## src/rtl/ems_page_mapper.sv

```systemverilog
// ems_page_mapper
//
// Expanded-memory page mapper. Page registers are written through a small
// I/O port block. Memory cycles that fall inside the EMS frame are translated
// into a physical SDRAM page address, which is latched when the command starts.
//
// Optional feature: define EMS_READBACK_EN to let I/O reads of the page ports
// return register contents. Without it, the readback outputs are tied to 0.
//
// Ports:
//   clock              chipset clock
//   reset              synchronous, active-high
//   address            20-bit bus address from the arbiter
//   internal_data_bus  8-bit bus write data
//   io_write_n         I/O write command, active low
//   io_read_n          I/O read command, active low
//   memory_read_n      memory read command, active low
//   memory_write_n     memory write command, active low
//   address_enable_n   low while DMA owns the bus
//   ems_enabled        master enable
//   ems_address        I/O base select (0x208/0x218/0x258/0x268)
//   ems_select         current memory cycle is in an enabled EMS window
//   ems_phys_address   translated address {page, address[13:0]}
//   data_bus_out       readback data
//   data_bus_out_valid readback drive enable
module ems_page_mapper #(
  parameter int          NUM_PAGES  = 4,
  parameter int          PAGE_BITS  = 7,
  parameter logic [19:0] FRAME_BASE = 20'hD0000
) (
  input  logic                   clock,
  input  logic                   reset,
  input  logic [19:0]            address,
  input  logic [7:0]             internal_data_bus,
  input  logic                   io_write_n,
  input  logic                   io_read_n,
  input  logic                   memory_read_n,
  input  logic                   memory_write_n,
  input  logic                   address_enable_n,
  input  logic                   ems_enabled,
  input  logic [1:0]             ems_address,
  output logic                   ems_select,
  output logic [PAGE_BITS+13:0]  ems_phys_address,
  output logic [7:0]             data_bus_out,
  output logic                   data_bus_out_valid
);

  localparam logic [20:0] FRAME_LO    = {1'b0, FRAME_BASE};
  localparam logic [20:0] FRAME_HI    = FRAME_LO + 21'(NUM_PAGES * 16384);
  localparam logic [2:0]  WIN_MASK    = 3'(NUM_PAGES - 1);
  localparam logic [3:0]  NUM_PAGES_4 = 4'(NUM_PAGES);

  // ---------------- I/O decode ----------------
  logic [9:0] io_base;
  always_comb begin
    io_base = 10'h208;
    case (ems_address)
      2'b00: io_base = 10'h208;
      2'b01: io_base = 10'h218;
      2'b10: io_base = 10'h258;
      2'b11: io_base = 10'h268;
      default: io_base = 10'h208;
    endcase
  end

  logic [2:0] io_index;
  logic       io_hit;
  assign io_index = address[2:0];
  assign io_hit   = (address[9:3] == io_base[9:3]) && (address[19:10] == 10'd0) &&
                    address_enable_n && ems_enabled &&
                    ({1'b0, io_index} < NUM_PAGES_4);

  // Edge-detect history resets to 1. The armed flag also requires the
  // command to be seen high once after reset, so a command held low through
  // reset is ignored until it produces a genuine falling edge.
  logic io_write_prev_reg, io_write_armed_reg;
  logic io_write_hit;
  assign io_write_hit = io_write_prev_reg & io_write_armed_reg & ~io_write_n & io_hit;

  always_ff @(posedge clock) begin
    if (reset) begin
      io_write_prev_reg  <= 1'b1;
      io_write_armed_reg <= 1'b0;
    end else begin
      io_write_prev_reg  <= io_write_n;
      io_write_armed_reg <= io_write_armed_reg | io_write_n;
    end
  end

  // ---------------- page registers ----------------
  logic [NUM_PAGES-1:0] en_vec;
  logic [PAGE_BITS-1:0] page_vec [NUM_PAGES];

  genvar gi;
  generate
    for (gi = 0; gi < NUM_PAGES; gi++) begin : g_page
      logic                 en_reg;
      logic [PAGE_BITS-1:0] page_reg;

      always_ff @(posedge clock) begin
        if (reset) begin
          en_reg   <= 1'b0;
          page_reg <= '0;
        end else if (io_write_hit && (io_index == 3'(gi))) begin
          // Bit 7 set disables the window but keeps the stored page.
          if (internal_data_bus[7]) begin
            en_reg <= 1'b0;
          end else begin
            en_reg   <= 1'b1;
            page_reg <= internal_data_bus[PAGE_BITS-1:0];
          end
        end
      end

      assign en_vec[gi]   = en_reg;
      assign page_vec[gi] = page_reg;
    end
  endgenerate

  // ---------------- memory translation ----------------
  logic [2:0]           window;
  logic                 frame_hit;
  logic                 win_en;
  logic [PAGE_BITS-1:0] win_page;

  assign window    = address[16:14] & WIN_MASK;
  assign frame_hit = ({1'b0, address} >= FRAME_LO) && ({1'b0, address} < FRAME_HI);

  always_comb begin
    win_en   = 1'b0;
    win_page = '0;
    for (int i = 0; i < NUM_PAGES; i++) begin
      if (window == 3'(i)) begin
        win_en   = en_vec[i];
        win_page = page_vec[i];
      end
    end
  end

  logic mem_cmd_n;
  logic mem_prev_reg, mem_armed_reg;
  logic mem_fall;
  logic                  ems_select_reg;
  logic [PAGE_BITS+13:0] ems_phys_reg;

  assign mem_cmd_n = memory_read_n & memory_write_n;
  assign mem_fall  = mem_prev_reg & mem_armed_reg & ~mem_cmd_n;

  // The translation is captured once per command and held until both
  // commands are high again. Page writes during the command don't disturb it.
  always_ff @(posedge clock) begin
    if (reset) begin
      mem_prev_reg   <= 1'b1;
      mem_armed_reg  <= 1'b0;
      ems_select_reg <= 1'b0;
      ems_phys_reg   <= '0;
    end else begin
      mem_prev_reg  <= mem_cmd_n;
      mem_armed_reg <= mem_armed_reg | mem_cmd_n;
      if (mem_fall) begin
        ems_select_reg <= frame_hit & win_en & ems_enabled;
        ems_phys_reg   <= {win_page, address[13:0]};
      end else if (mem_cmd_n) begin
        ems_select_reg <= 1'b0;
        ems_phys_reg   <= '0;
      end
    end
  end

  assign ems_select       = ems_select_reg;
  assign ems_phys_address = ems_phys_reg;

  // ---------------- optional readback ----------------
`ifdef EMS_READBACK_EN
  logic                 rd_en;
  logic [PAGE_BITS-1:0] rd_page;
  logic                 io_read_prev_reg, io_read_armed_reg;
  logic                 rb_valid_reg;
  logic [7:0]           rb_data_reg;

  always_comb begin
    rd_en   = 1'b0;
    rd_page = '0;
    for (int i = 0; i < NUM_PAGES; i++) begin
      if (io_index == 3'(i)) begin
        rd_en   = en_vec[i];
        rd_page = page_vec[i];
      end
    end
  end

  // Valid starts on the read falling edge and is held while the read
  // stays low and the address keeps hitting.
  always_ff @(posedge clock) begin
    if (reset) begin
      io_read_prev_reg  <= 1'b1;
      io_read_armed_reg <= 1'b0;
      rb_valid_reg      <= 1'b0;
      rb_data_reg       <= 8'd0;
    end else begin
      io_read_prev_reg  <= io_read_n;
      io_read_armed_reg <= io_read_armed_reg | io_read_n;
      if (io_hit && !io_read_n &&
          ((io_read_prev_reg && io_read_armed_reg) || rb_valid_reg)) begin
        rb_valid_reg <= 1'b1;
        rb_data_reg  <= {~rd_en, 7'(rd_page)};
      end else begin
        rb_valid_reg <= 1'b0;
        rb_data_reg  <= 8'd0;
      end
    end
  end

  assign data_bus_out       = rb_data_reg;
  assign data_bus_out_valid = rb_valid_reg;
`else
  logic unused_io_read;
  assign unused_io_read     = io_read_n;
  assign data_bus_out       = 8'd0;
  assign data_bus_out_valid = 1'b0;
`endif

endmodule

```

## config.mk

```make
export PLATFORM = sky130hd
export DESIGN_NAME = ems_page_mapper
export DESIGN_NICKNAME = d
export VERILOG_FILES = /design/src/rtl/ems_page_mapper.sv
export SDC_FILE = /design/constraint.sdc
export NUM_CORES = 1
export LEC_CHECK = 0
export CORE_MARGIN = 2
export CORE_UTILIZATION = 40
export DETAILED_ROUTE_END_ITERATION = 6
export PLACE_DENSITY = 0.68
export REMOVE_ABC_BUFFERS = 1
export SLEW_MARGIN = 30
export SYNTH_ARGS = -nofsm -noshare
export SYNTH_HDL_FRONTEND = slang
export SYNTH_SLANG_ARGS = --single-unit
```

## constraint.sdc

```tcl
create_clock -name clock -period 3.65 [get_ports clock]
set_input_delay 0.365 -clock clock [delete_from_list [all_inputs] [get_ports clock]]
set_output_delay 0.365 -clock clock [all_outputs]
set_load 0.1 [all_outputs]
```

==> results.cfg <==
[outcome]
status = finished clean

[die]
die_h_um = 85.6
die_w_um = 85.6
core_um2 = 6390
io_pins = 69
placementRows = 29
initial_core_util = 0.418
die_area_um2 = 7340

[clock_network]
cts_root_buffer = clkbuf_8
ctsHoldBuffers = 0
cts_tree = built
path_clk_slew_ps = 70
insertion_delay_ps = 330
clock_sinks = 58
cts.repair.resized = 0
clockBufferDepth = 2
cts_buffers = 9
cts_setup_buffers = 0
cts-htree-levels = 3

[sta]
setup_viol = 0
fmax_mhz = 449
tns_ps = 0
worst_pin_slew_ps = 990
fin_crit_sh = 0.610
clock-skew-final_ps = 7.83
slew_headroom = 0.338
slew_viol_final = 0
rsz0062_at_grt = no
period_needed_ps = 2230
hold_violations = 0

[route]
highest_layer = met4
drc = 0
wl_per_cell_um = 14.4
dr_wl_met3_um = 394
vias = 1993
via_per_inst = 5.12
dr.pass1.iters = 4
routed_wl_um = 5610
drtIter0Drc = 68
wl_met2_um = 2490
drt-met1-wl_um = 2650
ant_nets = 0

[final_layout]
final_nets = 348
design_area_um2 = 3500
n_antenna_cell = 0
syn_to_final_growth_pct = 31.3
layout_common_cells = dfxtp_1 (58), clkdlybuf4s50_1 (57), nand2b_1 (39)
largest_register_ffs = 28
mostFrequentLayoutCell = dfxtp_1
drive_gt1_frac = 0.122

[synth]
async_reset_ff_frac = 0
syn_inst = 249
ys_ff_latch = 58
syn_area_um2 = 2670
synth_cell_types = 35
yosys_warnings = 0
ys.flop_type = dfxtp_1
synth_edf_count = 0
syn_area_per_cell_um2 = 10.7
synth-seq-area-share = 0.435

[critical_path]
r2r_end = g_page[1].page_reg[5]
end_kind = flop
crit_fanout = 8
crit_slowest_cell = or4b_4
required_ps = 3860
crit_buf_inv = 1
cp.arrival_ps = 2430
r2r_cells = 4
critPathLaunchType = input port
reg2reg_from = io_write_prev_reg
cpPeakStageDelay_ps = 560
crit_family = simple AND/OR/NAND/NOR gates
crit_type = in -> reg
r2r_slack_ps = 1910
path_cells = clkdlybuf4s50_1 -> or4b_4 -> nor3_4 -> nand4_4 -> mux2i_1

[global_routing]
grt_overflow = 0
antenna_found_initial = 0
grt_pass1_wl_um = 9140
grt_usage = 0.160
grt_pass1_vias = 1925
grt_max_degree = 67

[min_path]
hold_path_end = io_write_armed_reg
hold_start = io_write_armed_reg
hold_path.class = reg -> reg
hold_depth = 2

[power]
cellLeakagePower_uw = 0.00149
vdd_drop_max_mv = 0.278
powerDensity_nw_per_um2 = 427
p_total_uw = 1500

[job]
maxCapViolCount = 0

[placement]
dp_hpwl_um = 3670
dpl_cell_area_um2 = 3280
gp_congestion = 0.688
numPortBuffers = 58
[routing by layer]
layer	vias up	GRT usage
li1	978	-
met2	64	0.251
met1	942	0.205
met3	9	0.0539
met5	-	0
met4	0	0.0606
[stage by stage]
step,worst slack (ps),hold WS [ps],utilization,cells
after floorplan,1760,429,-,234
after global placement,1120,454,0.514,373
after detailed placement,1080,467,0.514,373
after CTS,1430,476,0.548,389
after global routing,1350,492,0.548,389
final,1420,471,0.548,389
[worst max path at each step]
stage / from / end / slack, ps / depth (start not counted)
2_1_floorplan: address[12] / g_page[1].page_reg[0] / 1760 / 4
3_3_place_gp: address[12] / g_page[1].page_reg[6] / 1120 / 5
3_5_place_dp: address[12] / g_page[1].page_reg[4] / 1080 / 5
4_1_cts: address[12] / g_page[1].page_reg[5] / 1430 / 5
5_1_grt: ems_address[0] / g_page[1].page_reg[3] / 1350 / 7
6_report: address[12] / g_page[1].page_reg[5] / 1420 / 5
[cells in the mapped netlist, types with 3 or more instances]
cell type / n / share of area
nand4_4: 4 / 0.032
nand4_1: 4 / 0.0094
mux4_2: 8 / 0.068
nand2b_1: 39 / 0.092
nor2_1: 26 / 0.037
buf_4: 9 / 0.025
nor3b_1: 3 / 0.0084
clkbuf_1: 12 / 0.017
mux2i_1: 32 / 0.12
a22oi_1: 22 / 0.062
dfxtp_1: 58 / 0.44
ha_1: 3 / 0.014
[area by class of cell]
class / count / area [µm²]
fill: 586 / 2880
multi-input combinational: 174 / 1410
sequential: 58 / 1160
timing repair buffer: 62 / 608
clock buffer: 11 / 141
tap: 77 / 96.3
clock inverter: 5 / 77.6
inverter: 2 / 7.51
[worst register-to-register path: stages, from the launching register on]
cell and delay (ps):
dfxtp_1 300, nor4b_1 220, and4_1 570, nand4_4 320, mux2i_1 200
[report_power, final]
part / leakage, µW / total, µW / switching, µW / internal [µW]
registers: 0.000469 / 643 / 3.34 / 640
clock network: 0.000109 / 649 / 248 / 401
logic: 0.000910 / 205 / 135 / 70.2
total: 0.00149 / 1500 / 386 / 1110
[kinds of logic (layout without fill, tap and decap cells)]
| family | count (synthesis) | in the layout | share of synthesized area |
|---|---|---|---|
| buffers and inverters | 25 | 80 | 0.0483 |
| adders and majority gates | 3 | 3 | 0.0141 |
| AOI/OAI and AO/OA | 27 | 27 | 0.0746 |
| other | 1 | 9 | 0.00141 |
| muxes | 40 | 40 | 0.188 |
| DFF | 58 | 58 | 0.435 |
| xor gates and xnor gates | 3 | 3 | 0.0127 |
| and+or+nand+nor | 92 | 92 | 0.226 |
(Power assumes the default switching activity.)
